==> config.mk <==
export PLATFORM = sky130hd
export DESIGN_NAME = sg_table_loader
export DESIGN_NICKNAME = d
export VERILOG_FILES = /design/src/rtl/sg_table_loader.sv
export SDC_FILE = /design/constraint.sdc
export NUM_CORES = 1
export LEC_CHECK = 0
export BUFFER_PORTS_ARGS = -buffer_cell sky130_fd_sc_hd__buf_2
export CELL_PAD_IN_SITES_DETAIL_PLACEMENT = 1
export CELL_PAD_IN_SITES_GLOBAL_PLACEMENT = 1
export CORE_MARGIN = 10
export CORE_UTILIZATION = 44
export DETAILED_ROUTE_END_ITERATION = 8
export PLACE_DENSITY = 0.87
export REMOVE_ABC_BUFFERS = 1
export SETUP_SLACK_MARGIN = 0.5
export SYNTH_ARGS = -nofsm -noshare
export SYNTH_HDL_FRONTEND = slang
export SYNTH_SLANG_ARGS = --single-unit
==> constraint.sdc <==
create_clock -name clk -period 3.2 [get_ports clk]
set_input_delay 0.16 -clock clk [delete_from_list [all_inputs] [get_ports clk]]
set_output_delay 0.16 -clock clk [all_outputs]
set_load 0.01 [all_outputs]
==> src/rtl/sg_table_loader.sv <==
// Framed byte-stream loader for the signal generator's eight-point waveform table.
// Optional checksum byte and check enabled by defining SG_LOADER_CHECKSUM_EN.
module sg_table_loader #(
    parameter int unsigned TIMEOUT_CYCLES = 1024,
    parameter logic [7:0]  HEADER_BYTE    = 8'hA5
) (
    input  logic        clk,
    input  logic        rst,
    input  logic [3:0]  controlstate,
    input  logic [7:0]  byte_in,
    input  logic        byte_valid,
    output logic        byte_ready,
    output logic [11:0] sgDP0,
    output logic [11:0] sgDP1,
    output logic [11:0] sgDP2,
    output logic [11:0] sgDP3,
    output logic [11:0] sgDP4,
    output logic [11:0] sgDP5,
    output logic [11:0] sgDP6,
    output logic [11:0] sgDP7,
    output logic        table_valid,
    output logic        load_done,
    output logic        load_err
);

    typedef enum logic [1:0] {StIdle, StData, StCsum, StCommit} state_t;

    localparam logic [16:0] TmoLimit = 17'(TIMEOUT_CYCLES);

    state_t      state;
    logic [3:0]  idx;
    logic [15:0] tmo_cnt;
    logic [11:0] shadow [8];
    logic        accept;
    logic [16:0] tmo_next;

    assign byte_ready = (state != StCommit) && !rst;
    assign accept     = byte_valid && byte_ready;
    assign tmo_next   = {1'b0, tmo_cnt} + 17'd1;

`ifdef SG_LOADER_CHECKSUM_EN
    logic [7:0] sum;
    logic [7:0] sum_total;
    assign sum_total = sum + byte_in;
`endif

    always_ff @(posedge clk) begin
        if (rst) begin
            state       <= StIdle;
            idx         <= 4'd0;
            tmo_cnt     <= 16'd0;
            table_valid <= 1'b0;
            load_done   <= 1'b0;
            load_err    <= 1'b0;
            sgDP0 <= 12'h000; sgDP1 <= 12'h000; sgDP2 <= 12'h000; sgDP3 <= 12'h000;
            sgDP4 <= 12'h000; sgDP5 <= 12'h000; sgDP6 <= 12'h000; sgDP7 <= 12'h000;
            for (int i = 0; i < 8; i++) shadow[i] <= 12'h000;
`ifdef SG_LOADER_CHECKSUM_EN
            sum <= 8'h00;
`endif
        end else begin
            load_done <= 1'b0;
            load_err  <= 1'b0;
            case (state)
                StIdle: begin
                    tmo_cnt <= 16'd0;
                    if (accept && byte_in == HEADER_BYTE) begin
                        idx   <= 4'd0;
                        state <= StData;
`ifdef SG_LOADER_CHECKSUM_EN
                        sum <= HEADER_BYTE;
`endif
                    end
                end
                StData: begin
                    if (accept) begin
                        tmo_cnt <= 16'd0;
                        // High byte of each point carries only a nibble.
                        if (!idx[0] && byte_in[7:4] != 4'h0) begin
                            load_err <= 1'b1;
                            state    <= StIdle;
                            for (int i = 0; i < 8; i++) shadow[i] <= 12'h000;
                        end else begin
                            if (!idx[0]) shadow[idx[3:1]][11:8] <= byte_in[3:0];
                            else         shadow[idx[3:1]][7:0]  <= byte_in;
                            idx <= idx + 4'd1;
`ifdef SG_LOADER_CHECKSUM_EN
                            sum <= sum_total;
                            if (idx == 4'd15) state <= StCsum;
`else
                            if (idx == 4'd15) state <= StCommit;
`endif
                        end
                    end else if (tmo_next >= TmoLimit) begin
                        load_err <= 1'b1;
                        state    <= StIdle;
                        tmo_cnt  <= 16'd0;
                        for (int i = 0; i < 8; i++) shadow[i] <= 12'h000;
                    end else begin
                        tmo_cnt <= tmo_next[15:0];
                    end
                end
`ifdef SG_LOADER_CHECKSUM_EN
                StCsum: begin
                    if (accept) begin
                        tmo_cnt <= 16'd0;
                        if (sum_total == 8'h00) begin
                            state <= StCommit;
                        end else begin
                            load_err <= 1'b1;
                            state    <= StIdle;
                            for (int i = 0; i < 8; i++) shadow[i] <= 12'h000;
                        end
                    end else if (tmo_next >= TmoLimit) begin
                        load_err <= 1'b1;
                        state    <= StIdle;
                        tmo_cnt  <= 16'd0;
                        for (int i = 0; i < 8; i++) shadow[i] <= 12'h000;
                    end else begin
                        tmo_cnt <= tmo_next[15:0];
                    end
                end
`endif
                StCommit: begin
                    // Never swap the table under a playing generator.
                    if (controlstate != 4'h7) begin
                        sgDP0 <= shadow[0]; sgDP1 <= shadow[1];
                        sgDP2 <= shadow[2]; sgDP3 <= shadow[3];
                        sgDP4 <= shadow[4]; sgDP5 <= shadow[5];
                        sgDP6 <= shadow[6]; sgDP7 <= shadow[7];
                        table_valid <= 1'b1;
                        load_done   <= 1'b1;
                        state       <= StIdle;
                    end
                end
                default: state <= StIdle;
            endcase
        end
    end

endmodule

**Yosys cells after proc, flatten, opt, wreduce, memory -nomap -nowiden**

Memories as Yosys holds them, arrays and structs flattened. A register that Yosys moved wholly into a read port is not among the register bits.
Cells that the tools add are included.

- Flip-flop bits (word level): 25
- Bits in writable memories: 96
- Output and inout bits: 100
- Memories: 1

Memories:

| name | words | bits a word | read ports | clocked after memory_dff | wr ports | line | text |
|---|---|---|---|---|---|---|---|
| shadow | 8 | 12 | 8 | 8 | 8 | 33 | `logic [11:0] shadow [8];` |

- $add $sub $neg: 2
- Magnitude comparators: 1
- Equal/unequal tests: 12
- Multiplexer cells: 59
- Bitwise logic cells: 18
- Reductions and logical operators: 15

Operators with widths:

| cell | number |
|---|---|
| $mux 12 | 17 |
| $mux 16 | 2 |
| $pmux 16 s2 | 1 |
| $mux 1 | 26 |
| $add 16x1->17 const B | 1 |
| $ge 17x11->1 const B | 1 |
| $or 1x1->1 | 16 |
| $mux 2 | 7 |
| $mux 4 | 3 |
| $reduce_or 12->1 | 1 |
| $ne 2x2->1 const B | 5 |
| $eq 8x8->1 const B | 1 |
| $pmux 4 s2 | 1 |
| $reduce_and 4->1 | 2 |
| $pmux 2 s3 | 1 |
| $add 4x1->4 const B | 1 |
| $eq 4x4->1 const B | 1 |
| $logic_and 1x1->1 | 4 |
| $ne 4x3->1 const B | 1 |
| $ne 4x4->1 const B | 1 |
| $reduce_bool 4->1 | 1 |
| $reduce_or 2->1 | 2 |
| $mux 3 | 1 |
| $ne 3x3->1 const B | 1 |
| 7 further kinds | 9 |

**Logic depth before layout (Yosys ltp)**

Gate-level depths: netlist of run 1.

- Depth after elaboration: 10
- Depth in mapped cells: 8
- Gate-level depth less buffers: 7

**Worst setup path before layout of run 1**

OpenSTA, ideal clock, no wires.

- Kind: register -> register
- Start: register tmo_cnt[0]
- End: memory shadow[4][0] (enable)
- Library setup time: 0.356 ns
- Data arrival time: 2.141 ns
- Required time: 2.844 ns
- Setup slack: 0.703 ns
- Stages on the path, launching flop included: 9
- Clock period less this slack: 2.497 ns
- Cells stage by stage: dfxtp_1 > ha_1 > nand3_1 > or3_1 > o21ai_2 > nor4b_4 > o21ba_4 > buf_6 > o21ai_0

RTL lines:

| what | line | text |
|---|---|---|
| from (decl) | 32 | `logic [15:0] tmo_cnt;` |
| from (signal assigned) | 100 | `tmo_cnt <= tmo_next[15:0];` |
| to (decl) | 33 |  |

==> results of run 1 <==
[synth_stat cells (5+ instances only)]
cell	number	area share
and2_1	106	0.080
edfxtp_1	96	0.35
clkbuf_1	38	0.017
nor2_1	23	0.010
nand2_1	218	0.098
o21ai_0	15	0.0090
nand4_1	6	0.0045
nand3_1	12	0.0072
nor3_1	10	0.0060
dfxtp_1	121	0.29
a21oi_1	105	0.063
o211ai_1	5	0.0045
nand2b_1	8	0.0060
[metrics by stage]
| stage | setup slack [ps] | util | cell area, µm² | hold WS, ps |
|---|---|---|---|---|
| after floorplan | -843 | - | 8140 | 229 |
| after global placement | 561 | 0.490 | 9140 | 440 |
| after detailed placement | 430 | 0.490 | 9140 | 445 |
| after CTS | 553 | 0.530 | 9880 | 41.2 |
| after global routing | 440 | 0.530 | 9890 | 59.8 |
| final | 609 | 0.530 | 9890 | 50.1 |
[final timing paths]
path	from	endpoint	slack, ps	cells after the start
worst min-delay path	byte_valid	load_err	50	2
worst min register to register	sgDP0[7]	sgDP0[7]	450	2
worst max-delay path	tmo_cnt[0]	shadow[4][1]	610	6
worst max register to register	tmo_cnt[0]	shadow[4][1]	610	6
[final cells by class]
type	count	area [µm²]
Sequential cell	217	5310
Inverter	2	7.51
Fill cell	2074	8750
Clock buffer	36	664
Timing Repair Buffer	129	698
Tap cell	234	293
Multi-Input combinational cell	556	2850
Clock inverter	5	75.1
[cells by family (layout without fill, tap and decap cells)]
family                     after synthesis  in the layout
and+or+nand+nor                        411            411
xor gates and xnor gates                 2              2
buffers and inverters                   48            172
DFF                                    217            217
adders and majority gates                3              3
AOI/OAI and AO/OA                      140            140
[routing by layer]
metal,part of all wire,wire length (µm),track usage
met2,0.52,12000,0.333
met4,0.017,382,0.0445
met3,0.063,1450,0.0355
met1,0.40,9100,0.211
met5,0,0,0
[power groups by stage]
stage / Combinational [µW] / Sequential (µW) / Clock, µW
floorplan: 33.1 / 3010 / 0
global placement: 106 / 3020 / 0
detailed placement: 109 / 3020 / 0
CTS: 111 / 2960 / 2660
global route: 121 / 2970 / 2790
finish: 112 / 2960 / 2610
==> key figures, run 1 <==
Setup path
  • Worst path max stage delay: ~430 ps
  • Crit. End Element: flip-flop
  • Startpoint types: flip-flop
  • CP top delay family: simple AND/OR/NAND/NOR gates
  • Worst Path Required: between 3000 and 4000 ps
  • Slowest cell on the critical path: dfxtp_1
  • Arrival time at the worst endpoint: 2740 ps
  • Worst setup path class: reg -> reg
  • Worst-path cell chain: nand4_1, nor4_1, xor2_1, nor4b_4, o21ba_4, o21ai_1
  • Worst-path fanout max: 17
  • CP bufs+invs: 0

Clocking
  • CTS Buf Count: 23
  • CTS root buf: clkbuf_16
  • H-tree levels: 1
  • Max Buffers Root-to-Sink: 3
  • Worst-Skew Late Latency: roughly 500 ps
  • Post-CTS setup buffers: 0
  • CTS sink cnt: approximately 220
  • Clock transition time at the flip-flop clock pins of the worst setup and hold paths: approximately 60 ps
  • CTS tree: yes
  • CTS resizes: 4
  • CTS Hold Bufs: 0

STA
  • Setup violations, final: 0
  • Final worst-path cycle share: 0.810
  • Fin. Hold Viols: 0
  • Setup Skew: between 10 and 15 ps
  • Max Freq: between 300 and 400 MHz
  • Post-layout min period: approximately 2600 ps
  • Worst-margin pin slew: roughly 740 ps
  • Setup_tns: 0 ps
  • RSZ-0062 raised after global routing: yes
  • Slew Limit Fails: 0
  • Slew headroom: 0.493

Die
  • Die area: roughly 25000 µm²
  • Die X: between 150 and 200 µm
  • Die Y: 158 µm
  • I/O pin cnt: ~120
  • Starting Density: 0.447
  • Placement Rows: 50
  • CORE AREA: around 19000 µm²

Power and ir drop
  • Pwr dens: approximately 580 nW/µm²
  • Clock network fraction of total power: 0.459
  • Total power: between 5000 and 6000 µW
  • Pint: around 4500 µW
  • Gate power share: 0.020
  • Leak: 0.00378 µW
  • Peak supply drop: ~0.27 mV
  • Net Switching: between 1000 and 1500 µW
  • Sequential power share: 0.521
  • Net Sw Frac: 0.201

Detailed routing
  • Via density: 5.32
  • DRC violations left: 0
  • Length of the first detailed-routing pass in iterations: 4
  • Initial DRC count: 338
  • Drt total wl: around 23 mm
  • Drt wl/cell: roughly 20 µm
  • Routed Antenna Nets: 0
  • Via count: between 6000 and 7000

Finish
  • Largest register FFs: between 90 and 100
  • Nets: about 950
  • Share of cells above drive strength 1: 0.189
  • Post-route insts no fill: ~1200
  • P&R area growth vs syn: 18.7%
  • Top flop regs: shadow x96, tmo_cnt x16
  • Most frequent cells in the layout: 218 x nand2_1, 121 x dfxtp_1, 113 x buf_2, 106 x and2_1, 105 x a21oi_1
  • Commonest non-fill, non-tap cell in the layout: nand2_1
  • Antenna diode count: 0
  • Biggest register: shadow

Yosys
  • Synth cell types: a little under 50
  • Most used DFF post-synth: dfxtp_1
  • Adder-cell area share of the yosys netlist: 0.00451
  • Post-synthesis mux area share: 0
  • Post-synthesis compound-gate area fraction: 0.0913
  • Synth Area in XOR/XNOR: 0.00210
  • Synth Cell Area: between 8000 and 9000 µm²
  • Register bit count reported by yosys: 217
  • Post-synth EDFFs: 96
  • Mapped Cells: 821
  • Synth Area in Simple Gates: 0.241
  • Sequential fraction of the synthesis area: 0.637
  • Post-synthesis async set-or-reset flop share: 0
  • Syn_area_per_cell: about 10 µm²
  • YS warnings: 0
  • Largest family of logic cells by synthesized area: simple AND/OR/NAND/NOR gates

GRT
  • GR Util All Layers: 0.181
  • Largest net degree at the start of global routing: 67
  • Initial antenna violation count: 0
  • Gr ovfl total: 0
  • Vias in the first global route: 6576
  • First-pass GRT wire length: around 36 mm

Outcome
  • Status: complete, no violations

Run
  • Max-Cap Viols: 0

Placed design
  • DP Wirelength: 14.8 mm
  • Dpl cells: about 1100
  • GPL Wtd Cong: ~0.8
  • IO Port Bufs: 114

Worst hold path
  • Worst Hold Class: in -> reg
(Power assumes the default switching activity.)
==> inputs of run 2 (changes only) <==
--- a/config.mk
+++ b/config.mk
@@ -9,9 +9,9 @@
 export CELL_PAD_IN_SITES_DETAIL_PLACEMENT = 1
 export CELL_PAD_IN_SITES_GLOBAL_PLACEMENT = 1
 export CORE_MARGIN = 10
-export CORE_UTILIZATION = 44
+export CORE_UTILIZATION = 40
 export DETAILED_ROUTE_END_ITERATION = 8
-export PLACE_DENSITY = 0.87
+export PLACE_DENSITY = 0.84
 export REMOVE_ABC_BUFFERS = 1
 export SETUP_SLACK_MARGIN = 0.5
 export SYNTH_ARGS = -nofsm -noshare
==> constraint.sdc (replaced) <==
create_clock -name clk -period 2.35 [get_ports clk]
set_input_delay 0.1175 -clock clk [delete_from_list [all_inputs] [get_ports clk]]
set_output_delay 0.1175 -clock clk [all_outputs]
set_load 0.01 [all_outputs]
==> key figures, run 2 (same netlist as run 1, synthesis figures left out) <==
STA
  • Setup WS post-layout: -9.53 ps (-618 ps)
  • Final worst-path cycle share: 1.00 (+0.194)
  • Worst-margin pin slew: 1100 ps (+361 ps)
  • RSZ-0062 raised after global routing: yes
  • Fin. Hold Viols: 0 (unchanged)
  • Setup violations, final: 18 (+18)
  • Max Freq: 424 MHz (+9.8%)
  • Slew headroom: 0.266 (-0.228)
  • Setup Skew: 34.4 ps (+22.8 ps)
  • Setup_tns: -84.6 ps (-84.6 ps)
  • WHS: 92.1 ps (+41.9 ps)
  • Post-layout min period: 2360 ps (-232 ps)
  • Slew Limit Fails: 0 (unchanged)

GRT
  • First-pass GRT wire length: 42.3 mm (+17%)
  • Initial antenna violation count: 1 (+1)
  • Largest net degree at the start of global routing: 97 (+45%)
  • GR Util All Layers: 0.199 (+0.0177)
  • Gr ovfl total: 0 (unchanged)
  • Vias in the first global route: 7447 (+13%)

Die
  • Die X: 164 µm (+4.3%)
  • Placement Rows: 52 (+4.0%)
  • Starting Density: 0.409 (-0.0378)
  • Die area: 27000 µm² (+8.7%)
  • I/O pin cnt: 115 (unchanged)
  • CORE AREA: 20400 µm² (+9.2%)
  • Die Y: 164 µm (+4.3%)

Setup path
  • FF-to-FF setup slack: -10 ps (-620 ps)
  • Startpoint types: flip-flop
  • Slowest cell on the critical path: dfxtp_2
  • Worst reg2reg path depth: 10 (+4)
  • CP bufs+invs: 4 (+4)
  • Most used cell along the critical path: buf_4
  • CP top delay family: simple AND/OR/NAND/NOR gates
  • Worst path max stage delay: 340 ps (-90 ps)
  • Crit. End Element: flip-flop
  • RR Endpoint: shadow[5][2]
  • Worst-path cell chain: nand4_1, buf_4, nor4_4, xor2_1, buf_4, nor4b_4, o21ba_4, buf_12, o21ai_4, buf_6
  • Arrival time at the worst endpoint: 2660 ps (-80 ps)
  • Worst-path fanout max: 7 (-10)
  • Worst Path Required: 2650 ps (-700 ps)
  • RR Startpoint: tmo_cnt[1]
  • Worst setup path class: reg -> reg

Detailed routing
  • Drt wl/cell: 23.5 µm (+21%)
  • Initial DRC count: 533 (+58%)
  • Via count: 7022 (+12%)
  • Length of the first detailed-routing pass in iterations: 5 (+1)
  • DRC violations left: 0 (unchanged)
  • Via density: 5.46 (+2.7%)
  • Routed Antenna Nets: 0 (unchanged)
  • Drt total wl: 30.2 mm (+32%)

Placed design
  • DP Wirelength: 16.2 mm (+9.6%)
  • DP Worst Slack: -167 ps (-597 ps)
  • IO Port Bufs: 114 (unchanged)
  • GPL Wtd Cong: 0.802 (+2.8%)

Power and ir drop
  • Leak: 0.00430 µW (+14%)
  • Peak supply drop: 0.509 mV (+86%)
  • Pwr dens: 734 nW/µm² (+28%)

Clocking
  • CTS root buf: clkbuf_16
  • Clock transition time at the flip-flop clock pins of the worst setup and hold paths: 70 ps (about the same)
  • Max Buffers Root-to-Sink: 3 (unchanged)
  • Worst-Skew Late Latency: 540 ps (+40 ps)
  • CTS tree: yes
  • H-tree levels: 1 (unchanged)
  • CTS Buf Count: 24 (+4.3%)
  • CTS sink cnt: 217 (unchanged)

Worst hold path
  • Hold Crit Start: byte_in[4]
  • Hold Path Stages: 3 (+1)
  • Hold endpoint: shadow[4][4]
  • Worst Hold Class: in -> reg

Finish
  • Share of cells above drive strength 1: 0.300 (+0.111)
  • Commonest non-fill, non-tap cell in the layout: nand2_1
  • Top flop regs: shadow x96, tmo_cnt x16
  • P&R area growth vs syn: 33.0%
  • Largest register FFs: 96 (unchanged)
  • Biggest register: shadow
  • Most frequent cells in the layout: 216 x nand2_1, 113 x dfxtp_1, 113 x buf_2, 103 x and2_1, 100 x a21oi_1
  • Nets: 1015 (+7.2%)

Outcome
  • Status: finished with violations
  • Failing checks: setup timing

Run
  • Max-Cap Viols: 0 (unchanged)
==> run 2: per-layer routing <==
metal  GRT usage  vias to the layer above  wire (µm)
li1            -                     3132          -
met1       0.210                     3516      11000
met2       0.376                      280      15900
met3      0.0421                       94       1920
met4      0.0772                        0       1390
met5           0                        -          0
==> run 2: stage by stage <==
step | std cells | area [µm²] | utilization | total power [µW]
6_report | 1286 | 11100 | 0.544 | 8130
5_1_grt | 1285 | 11100 | 0.544 | 8320
4_1_cts | 1277 | 10700 | 0.528 | 8080
3_5_place_dp | 1208 | 9460 | 0.465 | 4280
3_3_place_gp | 1208 | 9460 | 0.465 | 4270
2_1_floorplan | 775 | 8140 | - | 4150
==> run 2: what timing repair did <==
item,in CTS,in global routing
buffers inserted,21,8
endpoints found under the setup margin,168,206
hold buffers,2,0
cloned,2,0
hold endpoints to repair,9,0
pin swaps,21,12
gates resized for setup,69,48
==> run 2: worst reg2reg max path, cell delays in order, from the launching register on <==
cell and delay (ps):
dfxtp_2 340, nand4_1 130, buf_4 180, nor4_4 270, xor2_1 120, buf_4 160
nor4b_4 270, o21ba_4 240, buf_12 180, o21ai_4 90, buf_6 150
==> run 2: final cells by class <==
cell class	instances	area, µm²
clock buffers	35	711
fillers	2229	9280
flip-flops and latches	217	5320
inverters	2	7.51
repair buffers	196	1410
diodes	1	2.50
multi-input cells	556	3210
clock inverters	9	86.3
well taps	270	338
==> run 2: report_power, final <==
part | switching (µW) | internal (µW)
clock | 1620 | 2220
sequential | 32.8 | 4010
combinational | 163 | 91.5
total | 1810 | 6320
==> run 2: worst max path at each step <==
stage,start,slack (ps),endpoint,cells past startpoint
detailed placement,tmo_cnt[1],-170,shadow[6][8],6
finish,tmo_cnt[1],-10,shadow[5][2],10
global route,tmo_cnt[1],-100,shadow[5][2],10
global placement,tmo_cnt[1],50,shadow[5][4],7
floorplan,state[1],-1690,sgDP0[0],4
CTS,tmo_cnt[0],90,shadow[0][2],9
==> inputs of run 3 (changes only) <==
--- a/config.mk
+++ b/config.mk
@@ -8,10 +8,10 @@
 export BUFFER_PORTS_ARGS = -buffer_cell sky130_fd_sc_hd__buf_2
 export CELL_PAD_IN_SITES_DETAIL_PLACEMENT = 1
 export CELL_PAD_IN_SITES_GLOBAL_PLACEMENT = 1
-export CORE_MARGIN = 10
+export CORE_MARGIN = 2
 export CORE_UTILIZATION = 40
 export DETAILED_ROUTE_END_ITERATION = 8
-export PLACE_DENSITY = 0.84
+export PLACE_DENSITY = 0.75
 export REMOVE_ABC_BUFFERS = 1
 export SETUP_SLACK_MARGIN = 0.5
 export SYNTH_ARGS = -nofsm -noshare
==> key figures, run 3 (same netlist as run 1, synthesis figures left out) <==
Outcome
  • Status: complete, no violations

Clocking
  • Worst-Skew Late Latency: 520 ps (-20 ps)
  • Max Buffers Root-to-Sink: 3 (unchanged)
  • H-tree levels: 1 (unchanged)
  • CTS Buf Count: 24 (unchanged)
  • CTS root buf: clkbuf_16
  • Clock transition time at the flip-flop clock pins of the worst setup and hold paths: 60 ps (about the same)
  • CTS sink cnt: 217 (unchanged)
  • CTS tree: yes

Setup path
  • Slowest cell on the critical path: dfxtp_4
  • FF-to-FF setup slack: 110 ps (+120 ps)
  • Worst Path Required: 2630 ps (-20 ps)
  • Worst path max stage delay: 370 ps (+30 ps)
  • Worst setup path class: reg -> reg
  • Worst reg2reg path depth: 9 (-1)
  • Worst-path fanout max: 8 (+1)
  • Crit. End Element: flip-flop
  • Worst-path cell chain: nand4_1, buf_6, nor4_4, xor2_2, nor4b_4, o21ba_4, buf_12, o21ai_2, buf_6
  • RR Endpoint: shadow[2][5]
  • Startpoint types: flip-flop
  • Most used cell along the critical path: buf_6
  • Arrival time at the worst endpoint: 2510 ps (-150 ps)
  • RR Startpoint: tmo_cnt[0]

GRT
  • Initial antenna violation count: 1 (unchanged)
  • GR Util All Layers: 0.205 (+0.00608)
  • Largest net degree at the start of global routing: 75 (-23%)
  • Vias in the first global route: 6591 (-11%)
  • First-pass GRT wire length: 35.6 mm (-16%)
  • Gr ovfl total: 0 (unchanged)

Die
  • I/O pin cnt: 115 (unchanged)
  • Die area: 22000 µm² (-19%)
  • Placement Rows: 52 (unchanged)
  • Starting Density: 0.409 (unchanged)
  • Die Y: 148 µm (-9.7%)
  • CORE AREA: 20400 µm² (unchanged)
  • Die X: 148 µm (-9.7%)

Detailed routing
  • Drt total wl: 23.5 mm (-22%)
  • Via count: 6473 (-7.8%)
  • Routed Antenna Nets: 0 (unchanged)
  • Length of the first detailed-routing pass in iterations: 4 (-1)
  • Initial DRC count: 337 (-37%)
  • Drt wl/cell: 18.4 µm (-21%)
  • DRC violations left: 0 (unchanged)
  • Via density: 5.08 (-6.9%)

Finish
  • Largest register FFs: 96 (unchanged)
  • Commonest non-fill, non-tap cell in the layout: nand2_1
  • Most frequent cells in the layout: 216 x nand2_1, 113 x buf_2, 112 x dfxtp_1, 106 x and2_1, 100 x a21oi_1
  • Antenna diode count: 0 (-1)
  • Nets: 1005 (-0.99%)
  • Share of cells above drive strength 1: 0.286 (-0.0144)
  • P&R area growth vs syn: 30.4%
  • Filler cell count in the final layout: 2256 (+1.2%)
  • Top flop regs: shadow x96, tmo_cnt x16
  • Biggest register: shadow

STA
  • Setup Skew: 19.4 ps (-15.0 ps)
  • RSZ-0062 raised after global routing: yes
  • Worst-margin pin slew: 912 ps (-190 ps)
  • Setup_tns: 0 ps (+84.6 ps)
  • Final worst-path cycle share: 0.952 (-0.0525)
  • Slew Limit Fails: 0 (unchanged)
  • WHS: 78.3 ps (-13.8 ps)
  • Setup WS post-layout: 114 ps (+123 ps)
  • Max Freq: 447 MHz (+5.5%)
  • Setup violations, final: 0 (-18)
  • Post-layout min period: 2240 ps (-123 ps)
  • Slew headroom: 0.391 (+0.125)
  • Fin. Hold Viols: 0 (unchanged)

Worst hold path
  • Hold Path Stages: 3 (unchanged)
  • Hold endpoint: load_err
  • Worst Hold Class: in -> reg
  • Hold Crit Start: byte_valid

Placed design
  • IO Port Bufs: 114 (unchanged)
  • GPL Wtd Cong: 0.802 (unchanged)
  • DP Worst Slack: -40.0 ps (+127 ps)
  • DP Wirelength: 14.5 mm (-11%)

Power and ir drop
  • Pwr dens: 724 nW/µm² (-1.3%)
  • Peak supply drop: 0.468 mV (-8.2%)
  • Leak: 0.00420 µW (-2.2%)

Run
  • Max-Cap Viols: 0 (unchanged)
[run 3: worst max path at each step]
stage / startpoint / endpoint / slack, ps / depth (start not counted)
CTS: tmo_cnt[1] / shadow[2][5] / 130 / 9
detailed placement: tmo_cnt[0] / shadow[1][1] / -40 / 6
finish: tmo_cnt[0] / shadow[2][5] / 110 / 9
floorplan: state[1] / sgDP0[0] / -1690 / 4
global placement: tmo_cnt[1] / shadow[5][0] / 40 / 7
global route: tmo_cnt[0] / shadow[2][7] / 20 / 9
[run 3: where the power goes]
| group | total, µW | switching [µW] | internal (µW) |
|---|---|---|---|
| Clock | 3600 | 1470 | 2130 |
| Combinational | 242 | 151 | 90.5 |
| Sequential | 4030 | 27.8 | 4000 |
| Total | 7870 | 1650 | 6220 |
[run 3: per-layer routing]
metal / share of wire / track usage / up-vias
li1: - / - / 3108
met1: 0.43 / 0.257 / 3168
met2: 0.50 / 0.363 / 153
met3: 0.044 / 0.0356 / 44
met4: 0.025 / 0.0605 / 0
met5: 0 / 0 / -
[run 3: through the flow]
stage               utilization  instance area (µm²)  power (µW)  std cells
floorplan                     -                 8140        4150        775
global placement          0.465                 9480        4280       1210
detailed placement        0.465                 9480        4290       1210
CTS                       0.527                10700        7910       1269
global route              0.534                10900        8080       1273
finish                    0.534                10900        7870       1273
[run 3: layout make-up]
class,instances,area (µm²),share of cell area
clock buffer,38,693,0.0638
clock inverter,4,60.1,0.00553
inverter,2,7.51,0.000691
multi-input combinational,556,3140,0.289
sequential,217,5330,0.490
tap,270,338,0.0311
timing repair buffer,186,1300,0.120
[run 3: repair_timing]
item | 4_1_cts | 5_1_grt
setup endpoints to repair | 172 | 212
cloned | 2 | 0
pin swaps | 19 | 11
endpoints found under the hold margin | 1 | 0
setup buffers | 14 | 4
hold buffers | 1 | 0
gates resized for setup | 83 | 24
[run 3: critical path: cells and delay by family (launching register included)]
| kind | cells | cell delay [ps] |
|---|---|---|
| buf+inv | 3 | 460 |
| flops | 1 | 370 |
| compound gates | 2 | 290 |
| xor+xnor | 1 | 170 |
| simple gates | 3 | 710 |
